$ cat config.mk
export PLATFORM = sky130hd
export DESIGN_NAME = control_sequencer
export DESIGN_NICKNAME = d
export VERILOG_FILES = /design/src/rtl/control_sequencer.sv
export SDC_FILE = /design/constraint.sdc
export NUM_CORES = 1
export LEC_CHECK = 0
export ABC_AREA = 0
export CAP_MARGIN = 20
export CELL_PAD_IN_SITES_DETAIL_PLACEMENT = 0
export CELL_PAD_IN_SITES_GLOBAL_PLACEMENT = 1
export CORE_AREA = 5 5 84 86
export DETAILED_ROUTE_END_ITERATION = 7
export DIE_AREA = 0 0 89 91
export MAX_ROUTING_LAYER = met4
export PLACE_DENSITY = 0.85
export SLEW_MARGIN = 0
export SYNTH_ARGS = -nofsm -noshare
export SYNTH_HDL_FRONTEND = slang
export SYNTH_SLANG_ARGS = --single-unit
$ cat constraint.sdc
create_clock -name clock -period 3.5 [get_ports clock]
set_input_delay 0.35 -clock clock [delete_from_list [all_inputs] [get_ports clock]]
set_output_delay 0.35 -clock clock [all_outputs]
set_load 0.03 [all_outputs]
$ cat src/rtl/control_sequencer.sv
// Hardwired control sequencer for the datapath control bus: three-cycle fetch,
// three-cycle R-type ALU execute, plus nop, halt and illegal-opcode handling.
module control_sequencer #(
    parameter logic [15:0] ALU_INCPC = 16'd0,
    parameter logic [15:0] ALU_ADD   = 16'd12,
    parameter logic [15:0] ALU_SUB   = 16'd13,
    parameter logic [15:0] ALU_AND   = 16'd10,
    parameter logic [15:0] ALU_OR    = 16'd11,
    parameter logic [15:0] ALU_SHR   = 16'd6,
    parameter logic [15:0] ALU_SHL   = 16'd7
) (
    input  logic        clock,
    input  logic        clear,
    input  logic        run,
    input  logic [31:0] IR,
    output logic [31:0] Rin,
    output logic [31:0] Rout,
    output logic        IRin,
    output logic        MARin,
    output logic        RYin,
    output logic        MDRread,
    output logic        RZout,
    output logic        RBin,
    output logic        PCjump,
    output logic [15:0] ALUControl,
    output logic        instr_done,
    output logic        illegal_op,
    output logic        halted
);

    typedef enum logic [2:0] {
        S_IDLE = 3'd0,
        S_T0   = 3'd1,
        S_T1   = 3'd2,
        S_T2   = 3'd3,
        S_T3   = 3'd4,
        S_T4   = 3'd5,
        S_T5   = 3'd6,
        S_HALT = 3'd7
    } state_t;

    localparam logic [4:0] OP_NOP  = 5'b11010;
    localparam logic [4:0] OP_HALT = 5'b11011;
    localparam int         ZLOW    = 19;
    localparam int         PC_BIT  = 20;
    localparam int         MDR_BIT = 21;

    state_t      state_r;
    logic [4:0]  op_s;
    logic [3:0]  ra_s;
    logic [3:0]  rb_s;
    logic [3:0]  rc_s;
    logic        unused_ir_s;

    assign op_s        = IR[31:27];
    assign ra_s        = IR[26:23];
    assign rb_s        = IR[22:19];
    assign rc_s        = IR[18:15];
    assign unused_ir_s = ^IR[14:0];

    function automatic logic is_alu_op(input logic [4:0] op);
        return (op >= 5'b00010) && (op <= 5'b00111);
    endfunction

    function automatic logic [15:0] alu_code(input logic [4:0] op);
        logic [15:0] code;
        case (op)
            5'b00010: code = ALU_ADD;
            5'b00011: code = ALU_SUB;
            5'b00100: code = ALU_AND;
            5'b00101: code = ALU_OR;
            5'b00110: code = ALU_SHR;
            5'b00111: code = ALU_SHL;
            default:  code = 16'd0;
        endcase
        return code;
    endfunction

    function automatic logic [31:0] reg_sel(input logic [3:0] idx);
        return 32'd1 << idx;
    endfunction

    // State register: one state per clock, run only matters in IDLE, HALT exits only via clear
    always_ff @(posedge clock or posedge clear) begin
        if (clear) begin
            state_r <= S_IDLE;
        end else begin
            case (state_r)
                S_IDLE:  state_r <= run ? S_T0 : S_IDLE;
                S_T0:    state_r <= S_T1;
                S_T1:    state_r <= S_T2;
                S_T2:    state_r <= S_T3;
                S_T3: begin
                    if (is_alu_op(op_s)) begin
                        state_r <= S_T4;
                    end else if (op_s == OP_HALT) begin
                        state_r <= S_HALT;
                    end else begin
                        state_r <= S_T0;
                    end
                end
                S_T4:    state_r <= S_T5;
                S_T5:    state_r <= S_T0;
                S_HALT:  state_r <= S_HALT;
                default: state_r <= S_IDLE;
            endcase
        end
    end

    // Control bus decode from current state and the fed-back instruction word
    always_comb begin
        Rin        = 32'd0;
        Rout       = 32'd0;
        IRin       = 1'b0;
        MARin      = 1'b0;
        RYin       = 1'b0;
        MDRread    = 1'b0;
        RZout      = 1'b0;
        RBin       = 1'b0;
        PCjump     = 1'b0;
        ALUControl = 16'd0;
        instr_done = 1'b0;
        illegal_op = 1'b0;
        halted     = 1'b0;
        case (state_r)
            S_T0: begin
                Rout[PC_BIT] = 1'b1;
                MARin        = 1'b1;
                Rin[ZLOW]    = 1'b1;
                ALUControl   = ALU_INCPC;
            end
            S_T1: begin
                Rout[ZLOW]   = 1'b1;
                Rin[PC_BIT]  = 1'b1;
                MDRread      = 1'b1;
                Rin[MDR_BIT] = 1'b1;
            end
            S_T2: begin
                Rout[MDR_BIT] = 1'b1;
                IRin          = 1'b1;
            end
            S_T3: begin
                if (is_alu_op(op_s)) begin
                    Rout = reg_sel(rb_s);
                    RYin = 1'b1;
                end else if ((op_s == OP_NOP) || (op_s == OP_HALT)) begin
                    instr_done = 1'b1;
                end else begin
                    illegal_op = 1'b1;
                    instr_done = 1'b1;
                end
            end
            S_T4: begin
                Rout       = reg_sel(rc_s);
                ALUControl = alu_code(op_s);
                Rin[ZLOW]  = 1'b1;
            end
            S_T5: begin
                Rout[ZLOW] = 1'b1;
                Rin        = reg_sel(ra_s);
                instr_done = 1'b1;
            end
            S_HALT: begin
                halted = 1'b1;
            end
            default: begin
                Rin = 32'd0;
            end
        endcase
    end

endmodule

==> run summary <==
fraction of the mapped netlist area in adder cells -> 0%
skew final -> 0.00106 ns
crit-path max FO -> 12
# setup viols final -> 0
PD cells -> 439 nW/µm²
CTS tree -> built
Synth Instances -> 146
largest family of logic cells by synthesized area -> simple AND/OR/NAND/NOR gates
total wire length -> 3500 µm
slew margin rel. -> 57.1%
crit-path max cell delay -> 0.71 ns
first-pass GRT wire length -> 5200 µm
initial DRC count -> 67
setup bufs post-CTS -> 0
IO Port Bufs -> 68
final estimated routing congestion in global placement -> 0.778
Max Cap Viol -> 0
ratio of cells with drive above 1 in the final layout -> 5.26%
switching power -> 0.000390 W
reg-to-reg setup timing slack -> 2.18 ns
RSZ-0062 raised after global routing -> false
Hold Fails Final Rpt -> 0
ys flop type -> dfrtp_1
design area -> 1630 µm²
number of fill cells -> 674
Die Wd -> 89 µm
reg2reg path depth -> 3
Final ANT Viol Nets -> 0
Gate power share -> 71.1%
Tot GR Track Use -> 8.25%
P&R area growth vs syn -> 61.4%
top achievable clock speed -> 337 MHz
max-slew violations -> 0
Starting Density -> 16.3%
Post-synth EDFFs -> 0
Hold/Removal Path Class -> in2async
P_leak -> 0.628 nW
biggest regs -> state_r (3)
syn_area_per_cell -> 6.91 µm²
Int Pwr -> 0.000326 W
Post-Synth XOR/XNOR Area -> 0%
part of the cycle the worst path needs -> 84.9%
Reg-to-Reg End -> state_r[1]$_DFF_PP0_
largest net degree at the start of global routing -> 15
synth unique cells -> 34
Core Region -> 6200 µm²
Vias/cell -> 4.04
number of iterations in the first detailed-routing pass -> 4
worst-path cell chain -> clkdlybuf4s50_1 -> nor2_1 -> nand4_1 -> o22ai_1 -> clkdlybuf4s50_1
compound-gate portion of the synthesized area -> 16.4%
Req. time, crit path -> 3.15 ns
clock-pin transition on the worst setup and hold timing paths -> 0.03 ns
Cell Rows -> 29
setup TNS -> 0 ns
Reg power frac -> 15.0%
post-synthesis mux area share -> 0%
htree depth -> 1
Max rail drop VDD -> 0.294 mV
max FFs per register -> 3
critical path's slowest cell -> clkdlybuf4s50_1
asr flop ratio synth -> 100%
Most Frequent Cell on Critical Path -> clkdlybuf4s50_1
Remaining DRCs -> 0
yosys warns -> 0
worst slew pin tran -> 0.641 ns
gr ovfl total -> 0
outcome -> completed
die height -> 91 µm
initial antenna violation count -> 0
sequential share of the synthesized area -> 7.44%
WS Path Type -> in2out
Hold Buf Count CTS -> 0
Placed Area -> 1580 µm²
Setup crit start kind -> primary input
RR Startpoint -> state_r[0]$_DFF_PP0_
Mapped Area -> 1010 µm²
Resized cells post-CTS -> 0
worst-skew pair later-pin latency -> 0.21 ns
Sw Share -> 54.5%
nets@finish -> 245
CP endpoint kind -> output port
#FFs+latches synth -> 3
ANT cells -> 0
Ports -> 125
worst-case clock buffer depth -> 2
CTS sink count -> 3
crit path from -> IR[30]
Total Die Area -> 8100 µm²
CTS root buf -> clkbuf_8
largest register by flop count -> state_r
number of clock buffers inserted by TritonCTS -> 3
via count -> 1155
crit path to -> Rout[1]
post-layout min period -> 2.97 ns
DR WL/cell -> 12.2 µm
HPWL after detailed placement -> 3040 µm
simple-gate share of the synthesized area -> 39.3%
crit path DAT -> 2.62 ns
vias in the first global route -> 1042
Clk network pwr share -> 13.8%
==> placed cells by master, fill, tap and decap left out, drive strengths merged, types with 2 or more instances in the layout <==
| cell type | synthesis | routed |
|---|---|---|
| and3b | 2 | 2 |
| nand2 | 5 | 5 |
| and2 | 2 | 2 |
| a211oi | 2 | 2 |
| inv | 4 | 4 |
| clkbuf | 2 | 4 |
| dfrtp | 3 | 3 |
| nor3 | 5 | 5 |
| nand3b | 3 | 3 |
| nand2b | 6 | 6 |
| o22ai | 16 | 16 |
| nand4 | 5 | 5 |
| and3 | 7 | 7 |
| nor2b | 4 | 4 |
| nor3b | 2 | 2 |
| or2 | 3 | 3 |
| nand4b | 2 | 2 |
| conb | 1 | 41 |
| nand3 | 2 | 2 |
| nor2 | 14 | 14 |
| clkdlybuf4s50 | 0 | 68 |
==> worst min path at each step <==
stage	cells past startpoint	start	slack, ns	end
after floorplan	1	clear	0.10	state_r[0]$_DFF_PP0_
after CTS	2	clear	0.30	state_r[1]$_DFF_PP0_
after detailed placement	2	clear	0.53	state_r[0]$_DFF_PP0_
final	2	clear	0.30	state_r[1]$_DFF_PP0_
after global placement	2	clear	0.53	state_r[0]$_DFF_PP0_
after global routing	2	clear	0.30	state_r[1]$_DFF_PP0_
==> area by class of cell <==
| class | count | area, µm² | share of cell area, % |
|---|---|---|---|
| multi-input combinational | 130 | 716 | 44.0 |
| timing repair buffer | 68 | 681 | 41.8 |
| tap | 77 | 96.3 | 5.92 |
| sequential | 3 | 75.1 | 4.61 |
| clock buffer | 4 | 45.0 | 2.77 |
| inverter | 4 | 15.0 | 0.922 |
==> power groups by stage <==
| stage | combinational [W] | sequential [W] | clock (W) |
|---|---|---|---|
| after global placement | 0.000506 | 0.000107 | 0 |
| after floorplan | 0.000428 | 0.0000658 | 0 |
| after global routing | 0.000547 | 0.000116 | 0.000108 |
| after detailed placement | 0.000511 | 0.000107 | 0 |
| after CTS | 0.000512 | 0.000108 | 0.000103 |
| final | 0.000509 | 0.000107 | 0.0000989 |
==> cells by family (layout without fill, tap and decap cells) <==
| family | count (synthesis) | count (layout) |
|---|---|---|
| other | 1 | 41 |
| DFF | 3 | 3 |
| AOI/OAI and AO/OA | 25 | 25 |
| and+or+nand+nor | 64 | 64 |
| buffers and inverters | 53 | 76 |
==> synthesized netlist by cell type, types with 2 or more instances <==
master     n  area (µm²)
a211oi_1   2        15.0
and2_1     2        12.5
and3_1     7        43.8
and3b_1    2        17.5
buf_2      3        15.0
buf_4     44         330
clkbuf_1   2        7.51
dfrtp_1    3        75.1
inv_1      4        15.0
nand2_1    5        18.8
nand2b_1   6        37.5
nand3_1    2        10.0
nand3b_1   3        22.5
nand4_1    5        31.3
nand4b_1   2        17.5
nor2_1    14        52.6
nor2b_1    3        18.8
nor3_1     4        20.0
o22ai_1   16         100
or2_2      3        18.8
==> routing by layer <==
layer	part of all wire, %	wire (µm)	track usage (%)	up-vias
met1	36	1240	8.85	528
met4	2.1	73	3.72	0
met5	0	0	-	-
met3	7.7	270	0.633	6
li1	-	-	-	566
met2	55	1910	15.0	55
==> stage by stage <==
| stage | total power, W | instances | hold WS (ns) | setup slack [ns] | util, % |
|---|---|---|---|---|---|
| 6_report | 0.000715 | 286 | 0.303 | 0.529 | 26.2 |
| 5_1_grt | 0.000770 | 286 | 0.301 | 0.313 | 26.2 |
| 4_1_cts | 0.000723 | 286 | 0.303 | 0.533 | 26.2 |
| 3_5_place_dp | 0.000618 | 282 | 0.529 | 0.541 | 25.5 |
| 3_3_place_gp | 0.000613 | 282 | 0.528 | 0.579 | 25.5 |
| 2_1_floorplan | 0.000493 | 186 | 0.104 | 1.31 | - |
==> worst max-delay path: cells and delay by family <==
family / cells / cell delay [ns]
buffers and inverters: 2 / 1.13
and+or+nand+nor: 2 / 0.86
AOI/OAI and AO/OA: 1 / 0.28
Power figures use the tool's default switching activity.
==> patch, RTL diff (same flow settings) <==
The 8 states of `state_t` get a Gray code encoding in 3 bits.
--- a/src/rtl/control_sequencer.sv
+++ b/src/rtl/control_sequencer.sv
@@ -30,12 +30,12 @@
 
     typedef enum logic [2:0] {
-        S_IDLE = 3'd0,
-        S_T0   = 3'd1,
-        S_T1   = 3'd2,
-        S_T2   = 3'd3,
-        S_T3   = 3'd4,
-        S_T4   = 3'd5,
-        S_T5   = 3'd6,
-        S_HALT = 3'd7
+        S_IDLE = 3'b000,
+        S_T0   = 3'b001,
+        S_T1   = 3'b011,
+        S_T2   = 3'b010,
+        S_T3   = 3'b110,
+        S_T4   = 3'b111,
+        S_T5   = 3'b101,
+        S_HALT = 3'b100
     } state_t;
 
Function: no difference found for any inputs over 10 cycles, from zero or initial values; not proved beyond that.
==> patch against the unedited design <==
Routed wire length up 12%; non-clock buffer count unchanged; area after synthesis rose by 18%; cell area grew 10%; clock skew down 0.83 ps; setup slack improved by 100 ps; count of clock-buffer cells in the layout unchanged; sequential cell count unchanged; power increased by 19%.
==> patch: results (changes against the unedited design) <==
place.gp.congestion: 0.8411  # was 0.7781
synth_xor_area_share_pct: 1.468  # was 0%
yosys_most_used_dff: "dfrtp_1"  # unchanged
yosys-top-cells-area: "buf_4 (29%), dfrtp_1 (6.3%), nor2_1 (5.3%), nand2b_1 (4.7%), o21ai_0 (4.6%)"  # was buf_4 (33%), o22ai_1 (9.9%), dfrtp_1 (7.4%), nor2_1 (5.2%), and3_1 (4.3%)
drive_gt1_share_pct: 5.579  # was 5.263%
whs_ps: 310.6  # was 303.4 ps
grtUsageTotal_pct: 8.793  # was 8.253%
clock_skew_ps: 0.2200  # was 1.055 ps
cp_data_arrival_time_ps: 2520  # was 2620 ps
grt_pass1_vias: 1198  # was 1042
async_flop_share_pct: 100.0  # unchanged
hpwl_mm: 3.210  # was 3.038 mm
status: "finished, final reports clean"  # unchanged
grt_max_degree: 27  # was 15
vias_per_cell: 4.235  # was 4.038
critPathTopFamily: "flip-flops"  # was buffers and inverters
wl_per_cell_um: 12.59  # was 12.22 um
hp-class: "input pin to asynchronous set/reset pin"  # unchanged
rrSetupSlack_ps: 2080  # was 2180 ps
relSlewSlack_pct: 48.66  # was 57.12%
synth_compound_area_share_pct: 13.63  # was 16.38%
ys_types: 45  # was 34
grt_overflow: 0  # unchanged
swShare_pct: 55.92  # was 54.48%
ys_seq_area_share_pct: 6.289  # was 7.444%
cpMaxStageDelayCell: "dfrtp_1"  # was clkdlybuf4s50_1
grt_pass1_wl_mm: 5.616  # was 5.195 mm
cts.clk_slew.worst_paths_ps: 30  # about the same
cts_resized: 0  # unchanged
synth_fa_ha_area_share_pct: 0  # unchanged
yosysWarnings: 0  # unchanged
reg_top3: "state_r x3"  # unchanged
numCtsBuffers: 3  # unchanged
dr.pass1.iters: 4  # unchanged
drv_slew: 0  # unchanged
fillers: 671  # was 674
dr.first_iter.drc_count: 31  # was 67
cts_root_buf: "clkbuf_8"  # unchanged
netlist_top_cells_count: "buf_4 (46), nor2_1 (17), o21ai_0 (11)"  # was buf_4 (44), o22ai_1 (16), nor2_1 (14)
post_cts_buffers: 0  # unchanged
cpPeakStageDelay_ps: 830  # was 710 ps
max-vdd-ir-drop_mv: 0.3305  # was 0.2945 mV
p_leak_nw: 0.6588  # was 0.6279 nW
cp_max_fo: 26  # was 12
nets: 269  # was 245
==> patch: changes by cell type after synthesis, sizes merged, moves of 4 or more <==
| cell | change |
|---|---|
| o22ai | -15 |
| o21ai | +11 |
| and3 | -5 |
| nand2 | +5 |
| nand3 | +5 |
| nor2 | +4 |
| o32ai | +4 |
==> patch: through the flow <==
| step | instance area [um^2] | std cells | power [W] | worst slack, ps | utilization (%) |
|---|---|---|---|---|---|
| detailed placement | 1747 | 306 | 0.0007534 | 720.4 | 28.15 |
| global placement | 1747 | 306 | 0.0007465 | 745.4 | 28.15 |
| floorplan | 1344 | 213 | 0.0005942 | 1484 | - |
| global route | 1792 | 310 | 0.0009046 | 499.3 | 28.88 |
| finish | 1792 | 310 | 0.0008508 | 631.9 | 28.88 |
| CTS | 1792 | 310 | 0.0008584 | 635.5 | 28.88 |
==> patch: per-layer routing <==
metal | up-vias | GRT usage [%] | share of wire (%)
met4 | 0 | 4.094 | 2.4
met5 | - | - | 0
li1 | 640 | - | -
met2 | 71 | 14.17 | 47
met3 | 8 | 1.267 | 8.5
met1 | 594 | 10.65 | 42
==> patch: path summary, 6_finish.rpt <==
kind	startpoint	endpoint
max	state_r[2]	Rout[10]
min	clear	state_r[0]
max reg2reg	state_r[2]	state_r[2]
min reg2reg	state_r[0]	state_r[1]
max in group asynchronous	clear	state_r[2]
min in group clock	IR[27]	state_r[2]
==> patch: area by class of cell <==
type	instances	area [um^2]	area share [%]
multi-input combinational	155	883.3	49.30
timing repair buffer	68	680.7	37.99
inverter	3	11.26	0.6285
sequential	3	75.07	4.190
clock buffer	4	45.04	2.514
tap	77	96.34	5.377
==> patch: kinds of logic after synthesis <==
kind of cell    count (synthesis)
flops                           3
other cells                     1
compound gates                 24
simple gates                   88
buf+inv                        55
xor+xnor                        2
==> patch: power by group through the flow <==
stage | Clock [W] | Combinational, W | Sequential, W
2_1_floorplan | 0 | 0.000525 | 0.0000695
3_3_place_gp | 0 | 0.000615 | 0.000132
3_5_place_dp | 0 | 0.000617 | 0.000136
4_1_cts | 0.000103 | 0.000620 | 0.000135
5_1_grt | 0.000106 | 0.000654 | 0.000144
6_report | 0.0000991 | 0.000616 | 0.000136
==> patch: worst register-to-register path: stages, from the launching register on <==
cell     delay [ps]
dfrtp_1         830
a21bo_2         240
o21ai_0          70
a41oi_1         190
